===== src/rtl/sme_rng_dispenser.sv =====
// sme_rng_dispenser: consumer side of the SME random-number interface.
// Requests fresh guard-share bundles from the RNG source, buffers them in a
// small FIFO and hands them to the share ALU over valid/ready. Each bundle is
// delivered at most once.
// Optional feature: define SME_RNG_STUCK_CHECK_EN to drop (and flag) any
// captured bundle identical to the previous capture.
module sme_rng_dispenser #(
  parameter int XLEN    = 32,
  parameter int SMAX    = 3,
  parameter int DEPTH   = 4,
  parameter int RNG_LAT = 1,
  localparam int RMAX   = SMAX + SMAX * (SMAX - 1) / 2,
  localparam int BW     = RMAX * XLEN,
  localparam int LW     = $clog2(DEPTH + 1)
) (
  input  logic          g_clk,
  input  logic          g_reset,
  output logic          g_clk_req,
  output logic          rng_update,
  input  logic [BW-1:0] rng_in,
  input  logic          flush,
  output logic          out_valid,
  input  logic          out_ready,
  output logic [BW-1:0] out_data,
  output logic [LW-1:0] level,
  output logic          stuck_err
);

  localparam int PW = (DEPTH > 1) ? $clog2(DEPTH) : 1;
  localparam int CW = (RNG_LAT > 1) ? $clog2(RNG_LAT) : 1;
  localparam logic [LW-1:0] DEPTH_L  = LW'(DEPTH);
  localparam logic [CW-1:0] CNT_LAST = CW'((RNG_LAT > 1) ? (RNG_LAT - 2) : 0);

  typedef enum logic [1:0] {
    IDLE    = 2'd0,
    WAIT    = 2'd1,
    CAPTURE = 2'd2
  } state_t;

  state_t        state, next_state;
  logic [CW-1:0] cnt, next_cnt;

  logic [BW-1:0] mem [DEPTH];
  logic [PW-1:0] wr_ptr, rd_ptr, rd_next;
  logic [LW-1:0] level_q, level_after_pop;
  logic [BW-1:0] data_q;
  logic          capture_en, push, pop;

  // State register and latency counter; a synchronous reset aborts any request.
  always_ff @(posedge g_clk) begin
    if (g_reset) begin
      state <= IDLE;
      cnt   <= '0;
    end else begin
      state <= next_state;
      cnt   <= next_cnt;
    end
  end

  // Next-state logic: one request in flight, flush always returns to IDLE.
  always_comb begin
    next_state = state;
    next_cnt   = cnt;
    if (flush) begin
      next_state = IDLE;
      next_cnt   = '0;
    end else begin
      case (state)
        IDLE: begin
          if (level_q < DEPTH_L) begin
            next_state = (RNG_LAT > 1) ? WAIT : CAPTURE;
            next_cnt   = '0;
          end
        end
        WAIT: begin
          if (cnt == CNT_LAST) next_state = CAPTURE;
          else                 next_cnt   = cnt + 1'b1;
        end
        CAPTURE: next_state = IDLE;
        default: next_state = IDLE;
      endcase
    end
  end

  // FSM outputs: the update strobe only issues from IDLE with room and no flush.
  always_comb begin
    rng_update = (state == IDLE) && (level_q < DEPTH_L) && !flush;
    capture_en = (state == CAPTURE) && !flush;
    g_clk_req  = (state != IDLE) || rng_update;
  end

`ifdef SME_RNG_STUCK_CHECK_EN
  logic [BW-1:0] last_cap;
  logic          stuck_q;
  logic          stuck_hit;

  assign stuck_hit = (rng_in == last_cap);
  assign push      = capture_en && !stuck_hit;
  assign stuck_err = stuck_q;

  // Remember every non-aborted capture; a repeat sets the sticky stuck flag.
  always_ff @(posedge g_clk) begin
    if (g_reset) begin
      last_cap <= '0;
      stuck_q  <= 1'b0;
    end else if (capture_en) begin
      last_cap <= rng_in;
      if (stuck_hit) stuck_q <= 1'b1;
    end
  end
`else
  assign push      = capture_en;
  assign stuck_err = 1'b0;
`endif

  assign out_valid       = (level_q != '0);
  assign pop             = out_valid && out_ready && !flush;
  assign rd_next         = pop ? (rd_ptr + 1'b1) : rd_ptr;
  assign level_after_pop = level_q - LW'(pop);
  assign level           = level_q;
  assign out_data        = data_q;

  // Bundle storage; stale entries are left in place and simply never exposed.
  always_ff @(posedge g_clk) begin
    if (push) mem[wr_ptr] <= rng_in;
  end

  // Pointers, level and the registered head copy; flush outranks push and pop.
  always_ff @(posedge g_clk) begin
    if (g_reset) begin
      wr_ptr  <= '0;
      rd_ptr  <= '0;
      level_q <= '0;
      data_q  <= '0;
    end else if (flush) begin
      wr_ptr  <= '0;
      rd_ptr  <= '0;
      level_q <= '0;
    end else begin
      if (push) wr_ptr <= wr_ptr + 1'b1;
      rd_ptr  <= rd_next;
      level_q <= level_after_pop + LW'(push);
      if (level_after_pop != '0)
        data_q <= mem[rd_next];
      else if (push)
        data_q <= rng_in;
    end
  end

endmodule


===== config.mk =====
export PLATFORM = sky130hd
export DESIGN_NAME = sme_rng_dispenser
export DESIGN_NICKNAME = d
export VERILOG_FILES = /design/src/rtl/sme_rng_dispenser.sv
export SDC_FILE = /design/constraint.sdc
export NUM_CORES = 1
export LEC_CHECK = 0
export BUFFER_PORTS_ARGS = -buffer_cell sky130_fd_sc_hd__buf_2
export CAP_MARGIN = 20
export CORE_MARGIN = 8
export CORE_UTILIZATION = 45
export DETAILED_ROUTE_END_ITERATION = 12
export PLACE_DENSITY_LB_ADDON = 0.08
export SETUP_SLACK_MARGIN = 0.5
export SLEW_MARGIN = 10
export SYNTH_ARGS = -nofsm -noshare
export SYNTH_HDL_FRONTEND = slang
export SYNTH_SLANG_ARGS = --single-unit

===== constraint.sdc =====
create_clock -name g_clk -period 6.1 [get_ports g_clk]
set_input_delay 0.305 -clock g_clk [delete_from_list [all_inputs] [get_ports g_clk]]
set_output_delay 0.305 -clock g_clk [all_outputs]
set_load 0.005 [all_outputs]

Word level (Yosys, flattened, before mapping). Memory sizes are Yosys's and may differ from the RTL's. Index checks and enable logic that the tools add are counted.

RAM bits: 768. Memories kept: 1. Bits of input ports: 196. Word-level logic and storage cells: 46. Output and inout port bits: 199. Register bits: 202.

Magnitude comparators: 1. Equality and inequality tests: 4. Reductions and logical operators: 17. Add/sub/neg operators: 5. Bitwise operators: 1. Muxes and demuxes: 11.

Memory list: mem (words 4, bits a word 192, rd ports 1, clocked after Yosys merged registers in 0, wr ports 1, line 43) `logic [BW-1:0] mem [DEPTH];`.

Operator list (number): $mux 192 (2); $mux 2 (3); $reduce_and 2->1 (3); $reduce_bool 2->1 (3); $reduce_bool 3->1 (2); $logic_and 1x1->1 (5); $add 2x1->2 const B (2); $mux 1 (4); $pmux 2 s2 (1); $add 3x1->3 (1); $lt 3x3->1 const B (1); $sub 3x1->3 (1); $eq 2x1->1 const B (1); $eq 2x2->1 const B (1); $logic_not 2->1 (1); $ne 2x1->1 const B (1); $ne 2x2->1 const B (1); $pmux 1 s2 (1); $reduce_or 2->1 (1); $add 1x1->1 const B (1); $logic_not 1->1 (1); $logic_or 1x1->1 (1); $not 1->1 (1).

Longest topological paths before layout.
Depth after elaboration: 7. Mapped depth: 14. Gate-level depth less buffers: 10.

Worst setup path before layout. Ideal clock, no wire load.

Path kind: register -> register. Start: register state[1]. End: memory mem[1][0] (netlist bit) (enable). Setup time: 0.576 ns. Arrival time: 5.323 ns. Period minus slack after synthesis: 5.899 ns. Required time: 5.524 ns. Path buffers: 2. Slack: 0.201 ns. Stages on the path, launching flop included: 5. Cell sequence: dfxtp_1 > clkbuf_1 > nor2b_1 > clkbuf_1 > and2_1.

Word-level cells in the longest chain between the ends: 4.

Ends and longest elaborated chain: start, declared (line 40) `state_t state, next_state;`; start signal, assigned (line 55) `state <= next_state;`; $eq 2x2->1 (line 88) `capture_en = (state == CAPTURE) && !flush;`; $logic_and 1x1->1 (line 88); named net capture_en (line 47) `logic capture_en, push, pop;`; $mux 1 (line 125) `if (push) mem[wr_ptr] <= rng_in;`; $mux 1 (not written as such) (line 125); end, declared (line 43).

The timed path passes the listed nets, and every way through them passes these cells.

Final worst setup path.
Start: register level_q[2] (netlist: level[2]). End: register data_q[37] (netlist: out_data[37]).

Word-level cells in the longest chain between the ends: 7. Elaborated cells on any way between the ends: 10. Those cells by class: add/sub (1); mux (2); reduce/logical (6); memory (1).

Ends and longest elaborated chain: start, declared (line 45) `logic [LW-1:0] level_q, level_after_pop;`; start signal, assigned (line 142) `level_q <= level_after_pop + LW'(push);`; $reduce_bool 3->1 (line 116) `assign out_valid = (level_q != '0);`; $logic_and 1x1->1 (2 in series) (line 117) `assign pop = out_valid && out_ready && !flush;`; $sub 3x1->3 (line 119) `assign level_after_pop = level_q - LW'(pop);`; $reduce_bool 3->1 (line 143) `if (level_after_pop != '0)`; $reduce_bool 2->1 (no source line); $reduce_and 2->1 (no source line); end signal, assigned (line 144) `data_q <= mem[rd_next];`; end signal, assigned (line 146) `data_q <= rng_in;`; end, declared (line 46) `logic [BW-1:0] data_q;`.

Parallel ways exist; a longest one is shown, timed or not. A chain may end at the register's enable or synchronous reset.

==> results.sh <==
export IMPL_switching_share_pct=22.2
export IMPL_number_of_antenna_violations_at_the_first_check_in_global_routing=15
export IMPL_setup_worst_path_end_class="register"
export IMPL_hold_worst_slack_ps=89.4
export IMPL_timing_fmax_mhz=237
export IMPL_postCtsSetupRepairBufs=0
export IMPL_start_util_pct=45.4
export IMPL_synth_top_cell_area_share_pct=53.6
export IMPL_end_of_the_worst_hold_path="out_data[128]"
export IMPL_timing_reg2reg_setup_slack_ps=1870
export IMPL_critical_path_reg2reg_startpoint="level[2]"
export IMPL_gp_congestion=0.748
export IMPL_seqPwrFrac_pct=51.2
export IMPL_cellPowerDensity_nw_per_um2=279
export IMPL_worst_hold_path_type="in -> reg"
export IMPL_synth_area_per_cell_sq_um=15.2
export IMPL_library_cell_occupying_the_most_area_in_the_post_synthesis_netlist="sky130_fd_sc_hd__edfxtp_1"
export IMPL_via_count=28711
export IMPL_synth_area_leaders="sky130_fd_sc_hd__edfxtp_1 54%, sky130_fd_sc_hd__mux4_2 9.9%, sky130_fd_sc_hd__dfxtp_1 9.3%"
export IMPL_tightest_slew_ps=1120
export IMPL_skew_ps=27.3
export IMPL_grt_met1_usage_pct=30.2
export IMPL_detail_route_vias_per_cell=6.13
export IMPL_grt_busiest_layer="met2"
export IMPL_floorplan_die_area_sq_um=106000
export IMPL_n_fill_cell=7782
export IMPL_fp_dieW_um=325
export IMPL_root_buffer="sky130_fd_sc_hd__clkbuf_16"
export IMPL_globalRoute_totalOverflow=0
export IMPL_synth_lib_cells_used_distinct=47
export IMPL_crit_required_ps=6690
export IMPL_finalCritPeriodShare_pct=69.3
export IMPL_drtIter0Drc=2247
export IMPL_cp_start_kind="register"
export IMPL_grt_use_met3_pct=4.20
export IMPL_ctsLongestPathBuffers=3
export IMPL_ys_seq_area_share_pct=62.9
export IMPL_final_min_clock_period_ps=4230
export IMPL_ir_worst_vdd_uv=211
export IMPL_yosys_warnings=0
export IMPL_mappedNetlistArea_sq_um=43000
export IMPL_detailedRoute_firstPassIterationCount=5
export IMPL_power_combinational_fraction_pct=6.1
export IMPL_cts_resized=0
export IMPL_final_setup_tns_ps=0
export IMPL_clock_power_share_pct=42.7
export IMPL_critical_path_arrival_ps=4820
export IMPL_io_pin_count=395
export IMPL_finalInstanceArea_sq_um=51300
export IMPL_postRouteAntennaNets=0
export IMPL_final_setup_violation_count=0
export IMPL_portBuffers=393
export IMPL_layout_drive_gt1_share_pct=23.6
export IMPL_total_leakage_power_nw=20.5
export IMPL_p_int_mw=11.2
export IMPL_path_class="reg -> reg"
export IMPL_area_grow_syn2layout_pct=19.1
export IMPL_die_height_um=325
export IMPL_worstHoldStart="flush"
export IMPL_synth_flop_cell="sky130_fd_sc_hd__edfxtp_1"
export IMPL_status="finished clean"
export IMPL_remaining_drc_errors=0
export IMPL_report_final_hold_viol_count=0
export IMPL_area_after_dpl_sq_um=46000
export IMPL_final_net_count=3519
export IMPL_worst_path_max_fanout=126
export IMPL_setup_repair_after_global_routing_missed_its_margin="no"
export IMPL_coreArea_sq_um=94900
export IMPL_timing_rr_end="out_data[37]"
export IMPL_ctsHtreeMaxLevel=3
export IMPL_wire_length_of_the_first_global_routing_pass_um=192000
export IMPL_synth_fp_nets=3033
export IMPL_clkSlewWorstSetupHoldPaths_ps=60
export IMPL_rr_worst_depth=8
export IMPL_wire_per_inst_um=27.5
export IMPL_timing_max_slew_rel_slack_pct=25.0
export IMPL_global_route_usage_total_pct=23.4
export IMPL_ys_async_sr_fraction_pct=0
export IMPL_clock_insertion_delay_worst_skew_ps=690
export IMPL_ys_seq_elements=968
export IMPL_maximum_number_of_pins_on_one_net_before_global_route_repair=131
export IMPL_rows=113
export IMPL_num_cts_buffers=104
export IMPL_syn_inst=2829
export IMPL_power_net_switching_mw=3.18
export IMPL_cts_sinks=968
export IMPL_synth_edf_count=768
export IMPL_routed_wirelength_um=129000
export IMPL_cap_violations=0
export IMPL_timing_max_transition_violations_final=0
export IMPL_grt_pass1_vias=30584
export IMPL_hold_path_cell_count=3
export IMPL_clock_tree_from_tritoncts="yes"
export IMPL_met2_track_demand_over_resource_pct=39.9
export IMPL_detailed_place_hpwl_um=67000
-- cells by family (layout without fill, tap and decap cells) --
group | after synthesis | in the layout | synth area share, %
and+or+nand+nor | 414 | 414 | 4.83
other | 1 | 15 | 0.00871
xor gates and xnor gates | 5 | 5 | 0.119
AOI/OAI and AO/OA | 588 | 588 | 9.68
muxes | 575 | 575 | 18.9
adders and majority gates | 8 | 8 | 0.233
buffers and inverters | 270 | 847 | 3.34
DFF | 968 | 968 | 62.9
-- critical path, stage by stage (launching register included) --
cell and delay (ps):
sky130_fd_sc_hd__dfxtp_1 370, sky130_fd_sc_hd__or3_4 370, sky130_fd_sc_hd__nand3_4 120, sky130_fd_sc_hd__buf_4 580
sky130_fd_sc_hd__buf_4 920, sky130_fd_sc_hd__buf_12 650, sky130_fd_sc_hd__mux2i_1 210, sky130_fd_sc_hd__a221o_1 390
sky130_fd_sc_hd__o22ai_1 150
-- how the worst max path moves through the flow --
| stage | startpoint | endpoint | slack [ps] | cells past startpoint |
|---|---|---|---|---|
| 2_1_floorplan | state[1] | mem[0][0] | 2350 | 4 |
| 3_3_place_gp | level[2] | out_data[181] | 2050 | 8 |
| 3_5_place_dp | level[1] | out_data[169] | 1950 | 8 |
| 4_1_cts | level[1] | out_data[169] | 1950 | 8 |
| 5_1_grt | level[2] | out_data[181] | 1770 | 8 |
| 6_report | level[2] | out_data[37] | 1870 | 8 |
-- metal layers --
layer  part of all wire [%]  wire length, um  vias to the layer above
li1                       -                -                    12497
met1                     41            53000                    14877
met2                     49            63600                     1084
met3                    6.6             8450                      251
met4                    2.9             3710                        2
met5                 0.0078               10                        -
-- synthesized netlist by cell type (all sizes together), types with 6 or more instances --
library cell	n
mux2i	383
clkbuf	167
inv	11
a221o	188
and3	189
mux4	190
and2	6
o21ai	7
edfxtp	768
dfxtp	200
a21oi	189
o22ai	189
nor2	200
ha	8
buf	92
-- area by class of cell --
type / count / area [sq um] / area share [%]
diodes: 14 / 35.0 / 0.0683
clock buffers: 150 / 2880 / 5.61
clock inverters: 47 / 427 / 0.832
inverters: 11 / 53.8 / 0.105
multi-input cells: 1591 / 14600 / 28.5
flip-flops and latches: 968 / 27100 / 52.8
well taps: 1265 / 1580 / 3.09
repair buffers: 639 / 4630 / 9.04
-- stage by stage --
stage | cells | total power, mW | worst slack, ps | utilization (%)
after floorplan | 2829 | 7.80 | 2350 | -
after global placement | 4281 | 8.21 | 2050 | 48.5
after detailed placement | 4282 | 8.24 | 1950 | 48.5
after CTS | 4671 | 14.5 | 1950 | 54.0
after global routing | 4680 | 14.8 | 1770 | 54.0
final | 4685 | 14.3 | 1870 | 54.1
-- layout by cell type (no fill, tap or decap), types with 9 or more instances in the layout --
cell                            synthesis  final
sky130_fd_sc_hd__edfxtp_1             768    768
sky130_fd_sc_hd__buf_2                 38    392
sky130_fd_sc_hd__mux2i_1              383    383
sky130_fd_sc_hd__dfxtp_1              200    199
sky130_fd_sc_hd__nor2_1               200    198
sky130_fd_sc_hd__dlygate4sd3_1          0    192
sky130_fd_sc_hd__mux4_2               190    190
sky130_fd_sc_hd__and3_1               189    189
sky130_fd_sc_hd__a21oi_1              189    189
sky130_fd_sc_hd__o22ai_1              189    189
sky130_fd_sc_hd__a221o_1              188    188
sky130_fd_sc_hd__clkbuf_16              0    105
sky130_fd_sc_hd__clkbuf_1             167     37
sky130_fd_sc_hd__buf_4                 19     28
sky130_fd_sc_hd__buf_12                13     25
sky130_fd_sc_hd__clkinv_2               0     19
sky130_fd_sc_hd__diode_2                0     14
sky130_fd_sc_hd__clkinv_1               0     13
sky130_fd_sc_hd__inv_1                 10      9
-- timing repair --
action                                  4_1_cts  5_1_grt
hold buffers                                192        0
hold endpoints to repair                    772        0
endpoints found under the setup margin        0        0
-- power groups by stage --
| stage | logic (mW) | registers [mW] | clock network, mW |
|---|---|---|---|
| after global routing | 0.933 | 7.35 | 6.49 |
| after floorplan | 0.343 | 7.46 | 0 |
| final | 0.867 | 7.34 | 6.13 |
| after detailed placement | 0.762 | 7.48 | 0 |
| after CTS | 0.872 | 7.34 | 6.25 |
| after global placement | 0.743 | 7.47 | 0 |
-- flip-flops by register name, indices dropped and copies added, names as in the netlist --
name / cells
state: 1
rd_ptr: 2
level: 3
out_data: 192
mem: 768
wr_ptr: 2
Note: power is estimated with default switching activity, not from simulation.
